[src/rtl/mcs4_pkg.sv]
// mcs4_pkg -- constants and types shared by the i4003 shift-register loader.
//   SR_STAGE_W : bits per cascaded i4003 stage
//   NUM_SR_MAX : largest supported number of cascaded stages
//   sr_state_t : loader FSM state encoding
package mcs4_pkg;

    localparam int SR_STAGE_W = 10;
    localparam int NUM_SR_MAX = 4;

    typedef enum logic [1:0] {
        IDLE,
        LOW,
        HIGH,
        DONE
    } sr_state_t;

endpackage

[src/rtl/sr_cp_timer.sv]
// sr_cp_timer -- half-period timer for the i4003 shift clock.
//   cp     : clock (rising edge)
//   reset  : synchronous, active-low
//   start  : high in the first cycle of a new sr_cp half-period
//   expire : high in the last cycle of the half-period (CP_DIV cycles
//            after start, counting the start cycle itself)
module sr_cp_timer #(
    parameter int CP_DIV = 2
) (
    input  logic cp,
    input  logic reset,
    input  logic start,
    output logic expire
);

    localparam int CW = (CP_DIV < 2) ? 1 : $clog2(CP_DIV);
    localparam logic [CW-1:0] LAST = CW'(CP_DIV - 1);

    // cnt_reg holds the index of the current cycle within the half-period;
    // the start cycle is index 0, so the counter restarts at 1.
    logic [CW-1:0] cnt_reg;

    always_ff @(posedge cp) begin
        if (!reset) begin
            cnt_reg <= '0;
        end else if (start) begin
            cnt_reg <= CW'(1);
        end else begin
            cnt_reg <= cnt_reg + CW'(1);
        end
    end

    // With CP_DIV=1 every half-period is a single cycle, so the start cycle
    // is also the expiry cycle.
    assign expire = start ? (LAST == '0) : (cnt_reg == LAST);

endmodule

[src/rtl/sr_loader.sv]
// sr_loader -- serialises a parallel word into a chain of cascaded i4003
// shift registers, MSB first, then raises the parallel-output enable.
//   cp        : clock (rising edge)
//   reset     : synchronous, active-low
//   in_data   : W-bit word to load (W = 10*NUM_SR)
//   in_valid  : in_data valid
//   in_ready  : loader idle; word accepted on in_valid && in_ready
//   sr_cp     : shift clock to the i4003 cp pin
//   sr_data   : serial data to the i4003 data pin
//   sr_e      : parallel-output enable to the i4003 e pin
//   sr_sin    : s_out of the last i4003 in the chain (readback)
//   done      : one-cycle pulse when the transfer is complete
//   rb_data   : bits shifted out of the chain during the last transfer
//   rb_valid  : rb_data valid, pulses with done
// Build option: define SR_LOADER_READBACK_EN to capture sr_sin into rb_data;
// otherwise rb_data/rb_valid are tied to 0 and sr_sin is ignored.
module sr_loader
    import mcs4_pkg::*;
#(
    parameter int NUM_SR = 1,
    parameter int CP_DIV = 2,
    localparam int W     = SR_STAGE_W * NUM_SR
) (
    input  logic         cp,
    input  logic         reset,
    input  logic [W-1:0] in_data,
    input  logic         in_valid,
    output logic         in_ready,
    output logic         sr_cp,
    output logic         sr_data,
    output logic         sr_e,
    input  logic         sr_sin,
    output logic         done,
    output logic [W-1:0] rb_data,
    output logic         rb_valid
);

    localparam int CNT_W = $clog2(W + 1);

    sr_state_t       state_reg;
    logic [W-1:0]    shift_reg;
    logic [CNT_W-1:0] bit_cnt_reg;
    logic            sr_cp_reg;
    logic            sr_data_reg;
    logic            sr_e_reg;
    logic            done_reg;
    logic            start_reg;
    logic            expire;

`ifdef SR_LOADER_READBACK_EN
    logic [W-1:0]    rb_data_reg;
    logic            rb_valid_reg;
`endif

    sr_cp_timer #(
        .CP_DIV(CP_DIV)
    ) u_timer (
        .cp    (cp),
        .reset (reset),
        .start (start_reg),
        .expire(expire)
    );

    always_ff @(posedge cp) begin
        if (!reset) begin
            state_reg   <= IDLE;
            shift_reg   <= '0;
            bit_cnt_reg <= '0;
            sr_cp_reg   <= 1'b0;
            sr_data_reg <= 1'b0;
            sr_e_reg    <= 1'b0;
            done_reg    <= 1'b0;
            start_reg   <= 1'b0;
`ifdef SR_LOADER_READBACK_EN
            rb_data_reg  <= '0;
            rb_valid_reg <= 1'b0;
`endif
        end else begin
            start_reg <= 1'b0;
            done_reg  <= 1'b0;
`ifdef SR_LOADER_READBACK_EN
            rb_valid_reg <= 1'b0;
`endif
            case (state_reg)
                IDLE: begin
                    if (in_valid) begin
                        // First bit goes straight onto sr_data; shift_reg
                        // keeps the remaining bits left-aligned.
                        sr_data_reg <= in_data[W-1];
                        shift_reg   <= {in_data[W-2:0], 1'b0};
                        bit_cnt_reg <= CNT_W'(W);
                        sr_e_reg    <= 1'b0;
                        sr_cp_reg   <= 1'b0;
                        start_reg   <= 1'b1;
                        state_reg   <= LOW;
                    end
                end
                LOW: begin
                    if (expire) begin
                        sr_cp_reg <= 1'b1;
                        start_reg <= 1'b1;
                        state_reg <= HIGH;
`ifdef SR_LOADER_READBACK_EN
                        // The chain has not shifted yet on this edge, so
                        // sr_sin still shows the bit about to fall out.
                        rb_data_reg <= {rb_data_reg[W-2:0], sr_sin};
`endif
                    end
                end
                HIGH: begin
                    if (expire) begin
                        sr_cp_reg <= 1'b0;
                        if (bit_cnt_reg != CNT_W'(1)) begin
                            // sr_data moves together with the falling sr_cp,
                            // so it is never seen changing while sr_cp=1.
                            bit_cnt_reg <= bit_cnt_reg - CNT_W'(1);
                            sr_data_reg <= shift_reg[W-1];
                            shift_reg   <= {shift_reg[W-2:0], 1'b0};
                            start_reg   <= 1'b1;
                            state_reg   <= LOW;
                        end else begin
                            bit_cnt_reg <= '0;
                            sr_data_reg <= 1'b0;
                            sr_e_reg    <= 1'b1;
                            done_reg    <= 1'b1;
                            state_reg   <= DONE;
`ifdef SR_LOADER_READBACK_EN
                            rb_valid_reg <= 1'b1;
`endif
                        end
                    end
                end
                DONE: begin
                    state_reg <= IDLE;
                end
                default: begin
                    state_reg <= IDLE;
                end
            endcase
        end
    end

    assign in_ready = (state_reg == IDLE);
    assign sr_cp    = sr_cp_reg;
    assign sr_data  = sr_data_reg;
    assign sr_e     = sr_e_reg;
    assign done     = done_reg;

`ifdef SR_LOADER_READBACK_EN
    assign rb_data  = rb_data_reg;
    assign rb_valid = rb_valid_reg;
`else
    logic unused_sr_sin;
    assign unused_sr_sin = sr_sin;
    assign rb_data       = '0;
    assign rb_valid      = 1'b0;
`endif

endmodule

[config.mk]
export PLATFORM = sky130hd
export DESIGN_NAME = sr_loader
export DESIGN_NICKNAME = d
export VERILOG_FILES = /design/src/rtl/mcs4_pkg.sv /design/src/rtl/sr_cp_timer.sv /design/src/rtl/sr_loader.sv
export SDC_FILE = /design/constraint.sdc
export NUM_CORES = 1
export LEC_CHECK = 0
export ABC_AREA = 1
export BUFFER_PORTS_ARGS = -buffer_cell sky130_fd_sc_hd__buf_2
export CAP_MARGIN = 20
export CORE_ASPECT_RATIO = 0.9
export CORE_MARGIN = 8
export CORE_UTILIZATION = 54
export CTS_BUF_LIST = sky130_fd_sc_hd__clkbuf_4 sky130_fd_sc_hd__clkbuf_8
export DETAILED_ROUTE_END_ITERATION = 10
export PLACE_DENSITY_LB_ADDON = 0.1
export SLEW_MARGIN = 20
export SYNTH_ARGS = -nofsm -noshare
export SYNTH_HDL_FRONTEND = slang
export SYNTH_SLANG_ARGS = --single-unit
[constraint.sdc]
create_clock -name cp -period 1.51 [get_ports cp]
set_clock_uncertainty 0.15 [all_clocks]
set_input_delay 0.151 -clock cp [delete_from_list [all_inputs] [get_ports cp]]
set_output_delay 0.151 -clock cp [all_outputs]
set_load 0.01 [all_outputs]
==> impl_summary.md, run 1 <==
Status
The flow ran to the end, and the final reports show no timing, DRC or antenna violations.

Logic synthesis
Each instance of the synthesized netlist takes up on average 6.52 um2. Of the total synthesized cell area, the portion taken by full adders, half adders and majority gates is 0.0217. Of the total synthesized cell area, the portion taken by XOR and XNOR cells is 0. During synthesis, Yosys emitted a total of 0 warnings. The distinct cell type count after synthesis is 23. The total standard cell area after synthesis is 0.00115 mm2. The area fraction in compound gates after synthesis is 0.0585. Of the total synthesized cell area, the portion taken by AND, OR, NAND and NOR gates is 0.389. The multiplexer area fraction after synthesis is 0. Of the synthesized area, sequential elements account for 0.364. The flip-flop and latch count after synthesis is 21. The largest family of logic cells by synthesized area is simple AND/OR/NAND/NOR gates.

The post-synthesis instance total is 177.

Job
Across the run, the number of max-cap violations was 0.

Global route
The wire length of the first global-routing pass is 4280 um. The maximum number of pins on one net before global-route repair is 18. The total congestion overflow after global routing is 0. In the global route stage, overall resource usage came out at 0.137. The number of global-route vias before repair is 1020. The number of antenna violations at the first check in global routing is 0.

Timing
The tightest hold path in the finished design has a slack of 0.0481 ns. The post-route minimum period is 1.47 ns. The final number of max-transition violations is 0. The final-report hold violation count came to 0.

Setup repair after global routing could not meet its margin everywhere. For this run, the top clock speed supported by timing is 680 MHz. The portion of the clock cycle consumed by the worst path in the final layout is 0.973. The setup-violating endpoint count in the final report is 0.

Worst setup path
The startpoint class of the critical path is a flip-flop. The category of the critical setup timing path is reg2reg. At the worst endpoint, the required time is 1.60 ns. The arrival time reported for the critical path endpoint is 1.56 ns. STA classifies the critical path endpoint as a flip-flop.

The minimum setup slack among reg-to-reg paths is 0.04 ns. Along the worst path, the maximum fanout reaches 4.

Clock network
The clock latency on the worst-skew pair is 0.30 ns. For this design, the sink count on the clock tree is 21. The total clock buffers created by CTS is 3. The clock passes through at most 2 buffers.

In this run the clock root is driven by a sky130_fd_sc_hd__clkbuf_4. The clock transition time at the flip-flop clock pins of the worst setup and hold paths is 0.12 ns. The TritonCTS clock tree is built.

In this run the number of H-tree levels came out at 1.

Drt
Wire segments on met2 add up to 1330 um in the final route. The post-route met1 wirelength is 1210 um. After detailed routing, no signal wire sits above met4.

The routed layout has 1135 vias. The DRC marker count from the first detailed-route iteration is 45. The number of routed nets with antenna violations is 0.

The met3 routed wirelength is 142 um. After detailed routing, the number of remaining DRC violations is 0. The total routed wirelength is 2700 um. The routed length per placed instance is 11.2 um. After detailed routing, the number of vias per cell comes to 4.71. The number of detailed-routing iterations run before antenna repair is 4.

Floorplan
The total I/O pin count is 30. The floorplan core area is 0.00210 mm2. The y dimension of the die is 59.9 um. The starting density of the core is 0.549. The die outline width is 64.7 um. The floorplan row count is 16. The die covers 0.00388 mm2.

Layout
The ratio of cells with drive above 1 in the final layout is 0.276. The flip-flop count of the largest register, all copies and words added is 9. The number of antenna diodes in the final layout is 0. The signed area change from the synthesized netlist to the final layout is 26.0%. The number of filler instances in the final layout is 193. The final net count is 231.

Power
The power density over the cells is 1150 mW/mm2. The internal power of the cells totals 1.06 mW. The share of total power dissipated in sequential elements is 0.426.

Of the total power, combinational logic draws 0.399. The maximum vdd ir drop is 0.000673 V. The leakage power total is 0.801 nW.

The total design power is 1.67 mW. The share of total power dissipated in the clock network is 0.175. The net load switching power is 605 uW.

Of the total power, the share spent switching nets is 0.362.

Placement
At the end of routability-driven placement, the weighted congestion stood at 0.848. Input and output buffers added on the ports amount to 17. After legalization and detailed placement, the total HPWL measured 1930 um.

Min path
The worst hold path belongs to the class in2reg.
==> cells in the mapped netlist <==
master,number,share of area
sky130_fd_sc_hd__nand3_4,1,0.015
sky130_fd_sc_hd__o21ai_1,2,0.0087
sky130_fd_sc_hd__nor2_1,24,0.078
sky130_fd_sc_hd__nand2_1,60,0.20
sky130_fd_sc_hd__buf_2,1,0.0043
sky130_fd_sc_hd__buf_4,11,0.072
sky130_fd_sc_hd__a21oi_1,7,0.030
sky130_fd_sc_hd__inv_2,4,0.013
sky130_fd_sc_hd__ha_1,2,0.022
sky130_fd_sc_hd__conb_1,1,0.0032
sky130_fd_sc_hd__nor2_2,1,0.0054
sky130_fd_sc_hd__nand2_2,1,0.0054
sky130_fd_sc_hd__nand3_1,8,0.035
sky130_fd_sc_hd__o21ai_0,3,0.013
sky130_fd_sc_hd__o21a_1,1,0.0065
sky130_fd_sc_hd__dfxtp_1,21,0.36
sky130_fd_sc_hd__nor3_1,4,0.017
sky130_fd_sc_hd__nand2_4,1,0.0098
sky130_fd_sc_hd__buf_6,1,0.0098
sky130_fd_sc_hd__inv_1,18,0.059
sky130_fd_sc_hd__nand3_2,1,0.0087
sky130_fd_sc_hd__nor2_4,2,0.020
sky130_fd_sc_hd__clkbuf_1,2,0.0065
==> cells by family after synthesis <==
kind of cell,after synthesis
adders and majority gates,2
AOI/OAI and AO/OA,13
buffers and inverters,37
DFF,21
and+or+nand+nor,103
other,1
==> path summary, 6_finish.rpt <==
path                                    from           end  cells after the start
worst max-delay path            state_reg[1]  state_reg[1]                      8
worst min-delay path              in_data[9]       sr_data                      5
worst max register to register  state_reg[1]  state_reg[1]                      8
worst min register to register          sr_e          sr_e                      2
==> stage by stage <==
stage	worst slack, ns	instance area (um2)	setup TNS (ns)	cells	utilization
CTS	0.0347	1390	0	237	0.662
global route	-0.0712	1460	-0.297	241	0.692
floorplan	0.0893	1190	0	187	-
finish	0.0404	1460	0	241	0.692
detailed placement	-0.00900	1300	-0.0177	229	0.620
global placement	0.0188	1300	0	229	0.620
==> cell type report <==
class,count,area [um2],area share
Tap cell,27,33.8,0.0232
Inverter,22,82.6,0.0567
Sequential cell,21,425,0.292
Timing Repair Buffer,38,278,0.191
Multi-Input combinational cell,129,606,0.416
Clock buffer,4,30.0,0.0206
==> power groups by stage <==
stage | registers, mW | logic [mW] | clock network [mW]
finish | 0.711 | 0.666 | 0.292
global route | 0.720 | 0.747 | 0.324
CTS | 0.705 | 0.624 | 0.299
global placement | 0.713 | 0.546 | 0
detailed placement | 0.717 | 0.561 | 0
floorplan | 0.713 | 0.422 | 0
==> cells in the final DEF (no fill, tap or decap), types with 2 or more instances in the layout <==
cell type                  Yosys  routed
sky130_fd_sc_hd__buf_12        0       2
sky130_fd_sc_hd__nand3_1       8       7
sky130_fd_sc_hd__nor2_4        2       2
sky130_fd_sc_hd__dfxtp_1      21      19
sky130_fd_sc_hd__clkbuf_4      0       4
sky130_fd_sc_hd__conb_1        1      11
sky130_fd_sc_hd__nand2_2       1       2
sky130_fd_sc_hd__ha_1          2       2
sky130_fd_sc_hd__buf_2         1      17
sky130_fd_sc_hd__a21oi_1       7       7
sky130_fd_sc_hd__o21ai_0       3       3
sky130_fd_sc_hd__nand3_2       1       2
sky130_fd_sc_hd__nor2_2        1       2
sky130_fd_sc_hd__inv_2         4       4
sky130_fd_sc_hd__nor2_1       24      23
sky130_fd_sc_hd__nand2_4       1       2
sky130_fd_sc_hd__inv_1        18      18
sky130_fd_sc_hd__o21ai_1       2       2
sky130_fd_sc_hd__nand2_1      60      58
sky130_fd_sc_hd__nor3_1        4       3
sky130_fd_sc_hd__buf_4        11      17
==> critical path, stage by stage, from the launching register on <==
cell and delay, ns:
sky130_fd_sc_hd__dfxtp_4 0.39, sky130_fd_sc_hd__inv_2 0.05, sky130_fd_sc_hd__nor2_4 0.19, sky130_fd_sc_hd__nand3_2 0.14, sky130_fd_sc_hd__buf_4 0.15, sky130_fd_sc_hd__buf_4 0.13, sky130_fd_sc_hd__nand2_1 0.05, sky130_fd_sc_hd__nand2_1 0.05
sky130_fd_sc_hd__a21oi_1 0.10
==> metal layers <==
metal	vias to the layer above	global-route usage
met4	0	0.0466
li1	589	-
met3	4	0.0243
met5	-	0
met2	32	0.246
met1	510	0.160
==> repair_timing <==
item                                   in CTS  in global routing
setup buffers                               3                  5
hold buffers                                1                  0
endpoints found under the hold margin       1                  0
pin swaps                                   2                  5
gates resized for setup                     1                 10
setup endpoints to repair                   9                 12
Note: power is estimated with default switching activity, not from simulation.
==> run 2: changes to the inputs <==
--- a/config.mk
+++ b/config.mk
@@ -8,9 +8,11 @@
 export ABC_AREA = 1
 export BUFFER_PORTS_ARGS = -buffer_cell sky130_fd_sc_hd__buf_2
 export CAP_MARGIN = 20
+export CELL_PAD_IN_SITES_DETAIL_PLACEMENT = 1
+export CELL_PAD_IN_SITES_GLOBAL_PLACEMENT = 2
 export CORE_ASPECT_RATIO = 0.9
 export CORE_MARGIN = 8
-export CORE_UTILIZATION = 54
+export CORE_UTILIZATION = 28
 export CTS_BUF_LIST = sky130_fd_sc_hd__clkbuf_4 sky130_fd_sc_hd__clkbuf_8
 export DETAILED_ROUTE_END_ITERATION = 10
 export PLACE_DENSITY_LB_ADDON = 0.1
==> impl_summary.md, run 2 (synthesis gave the netlist of run 1 again) <==
Timing
Of the available clock period, the critical path in the final layout requires 0.969. Final hold analysis gives a worst-case slack of 0.0336 ns. Setup repair after global routing could not meet its margin everywhere. The post-route minimum period is 1.46 ns.

The setup-violating endpoint count in the final report is 0. The final-report hold violation count came to 0. The final number of max-transition violations was 0.

The fmax is 683 MHz. The final sum of negative setup slack is 0 ns.

Layout
The area taken by multi-input logic gates is 606 um2. Leaving out fill and tap cells, the most frequent cell in the layout is sky130_fd_sc_hd__nand2_1. The sequential cell area is 425 um2. The flip-flop count of the largest register, all copies and words added is 9.

Of the cells placed in the final design, the portion with a size suffix greater than 1 is 0.290. From synthesis to final layout, the design area changed by 28.0%. Leaving out fill and tap cells, the most frequent cells in the layout are sky130_fd_sc_hd__nand2_1, sky130_fd_sc_hd__nor2_1, sky130_fd_sc_hd__buf_4, sky130_fd_sc_hd__dfxtp_1, sky130_fd_sc_hd__inv_1. The final net count is 231. The diode insertion count for antenna repair is 0. The final design area excluding fillers is 0.00148 mm2.

The layout has 538 filler cells.

Drt
Across all layers, the routed design uses 1143 vias. In the final routed layout, each cell accounts on average for 12.3 um. The count of nets left with antenna violations once routing finished came out at 0.

For this run, design rule violations remaining after detail routing come to 0. In this run, the number of DRC markers left after iteration 0 of detailed routing was 34. In the routed layout, each cell is associated on average with a via count of 4.36.

The final layout contains routed wiring with a total length of 3230 um. The first detailed-routing pass took 4 iterations.

Floorplan
The total I/O pin count is 30. The die covers 0.00644 mm2. After floorplanning, the core was divided into 22 placement rows. The y dimension of the die is 76.9 um. The starting density of the core is 0.287. In this run the horizontal extent of the chip is 83.7 um. The floorplan step defined a core boundary enclosing 0.00402 mm2.

Power
In this run the power density over the cells is 1220 mW/mm2. For this design the static power due to leakage is 0.799 nW. The clock share of power is 0.223. The maximum vdd ir drop is 0.000361 V. The net load switching power is 647 uW. The share of total power dissipated in combinational logic is 0.383. The internal portion of the total power is 1.16 mW. The share of total power dissipated in sequential elements is 0.394.

The proportion of total power due to net switching is 0.358.

Worst setup path
The timing startpoint of the critical path is state_reg[1]. STA classifies the critical path startpoint as a flip-flop. In this run the worst path has a maximum fanout of 16. The data required time at the worst endpoint is 1.52 ns. The launch point of the worst reg-to-reg path is state_reg[1]. By startpoint and endpoint, the worst setup path is classified as reg2reg.

Data on the critical path arrives at its endpoint at 1.48 ns. The critical path capture point type is a flip-flop.

Min path
The launch point of the worst hold path is in_data[0]. The class of the most critical hold timing path is in2reg.

Clock network
The clock latency on the worst-skew pair is 0.27 ns. The H-tree depth reported by CTS is 1. The clock transition time at the flip-flop clock pins of the worst setup and hold paths is 0.08 ns. TritonCTS built the clock tree. The clock sink count is 21.

The maximum clock insertion buffer count is 2. The cell chosen for the clock root is sky130_fd_sc_hd__clkbuf_8. The total clock buffers created by CTS is 3.

Global route
Across every metal layer, demand over resource in global routing totals 0.101. The number of antenna violations at the first check in global routing is 0. The first global-routing pass estimated 5420 um of wire. The number of global-route vias before repair was 1167.

The total overflow left after global routing is 0. The maximum number of pins on one net before global-route repair is 17.

Placement
The global placement routability congestion is 0.737. The placed instances occupy a cell area of 0.00136 mm2. In this run the tool buffered the top-level ports with 17 buffer cells. The total half-perimeter wirelength after legalization and detailed placement is 2510 um.

Status
The flow ran to the end, and the final reports show no timing, DRC or antenna violations.

Job
The reported max-cap violation count is 0.
-- run 2: per-stage QoR --
step                 util  total power [mW]  setup WS, ns  std cells
global route        0.368              1.96       -0.0472        262
floorplan               -              1.14        0.0893        187
global placement    0.338              1.31       -0.0208        254
detailed placement  0.338              1.34        -0.112        254
CTS                 0.356              1.80       0.00746        259
finish              0.368              1.81        0.0466        262
-- run 2: layout make-up --
cell class                      count  share of cell area
Multi-Input combinational cell    129               0.410
Clock buffer                        4              0.0330
Inverter                           22              0.0559
Timing Repair Buffer               38               0.173
Tap cell                           48              0.0406
Sequential cell                    21               0.288
-- run 2: path summary, 6_finish.rpt --
| kind | depth (start not counted) | end | slack (ns) |
|---|---|---|---|
| setup / recovery | 8 | shift_reg[5] | 0.05 |
| hold reg to reg | 2 | sr_e | 0.30 |
| hold / removal | 3 | shift_reg[1] | 0.03 |
| setup reg to reg | 8 | shift_reg[5] | 0.05 |
-- run 2: worst max-delay path, cell delays in order (launching register included) --
cell                      delay, ns
sky130_fd_sc_hd__dfxtp_4       0.38
sky130_fd_sc_hd__inv_2         0.05
sky130_fd_sc_hd__nor2_4        0.19
sky130_fd_sc_hd__nand2_2       0.12
sky130_fd_sc_hd__nand3_4       0.11
sky130_fd_sc_hd__nor2_4        0.06
sky130_fd_sc_hd__buf_12        0.14
sky130_fd_sc_hd__nor2_1        0.10
sky130_fd_sc_hd__nor2_1        0.05
-- run 2: repair_timing --
item                                    in CTS  in global routing
resized for setup                            2                  8
pin swaps                                    1                  3
setup buffers                                1                  4
endpoints found under the setup margin       9                 10
hold buffers                                 0                  0
-- run 2: per-layer routing --
metal | up-vias | wire, um | GRT usage
met5 | - | 0 | 0
met2 | 27 | 1580 | 0.173
met3 | 5 | 198 | 0.0401
met1 | 520 | 1430 | 0.114
met4 | 0 | 31 | 0.0259
li1 | 591 | - | -
-- run 2: power groups by stage --
| stage | logic [mW] | registers [mW] | clock network (mW) |
|---|---|---|---|
| finish | 0.692 | 0.713 | 0.403 |
| global route | 0.783 | 0.727 | 0.446 |
| CTS | 0.657 | 0.714 | 0.425 |
| detailed placement | 0.616 | 0.723 | 0 |
| global placement | 0.597 | 0.716 | 0 |
| floorplan | 0.422 | 0.713 | 0 |
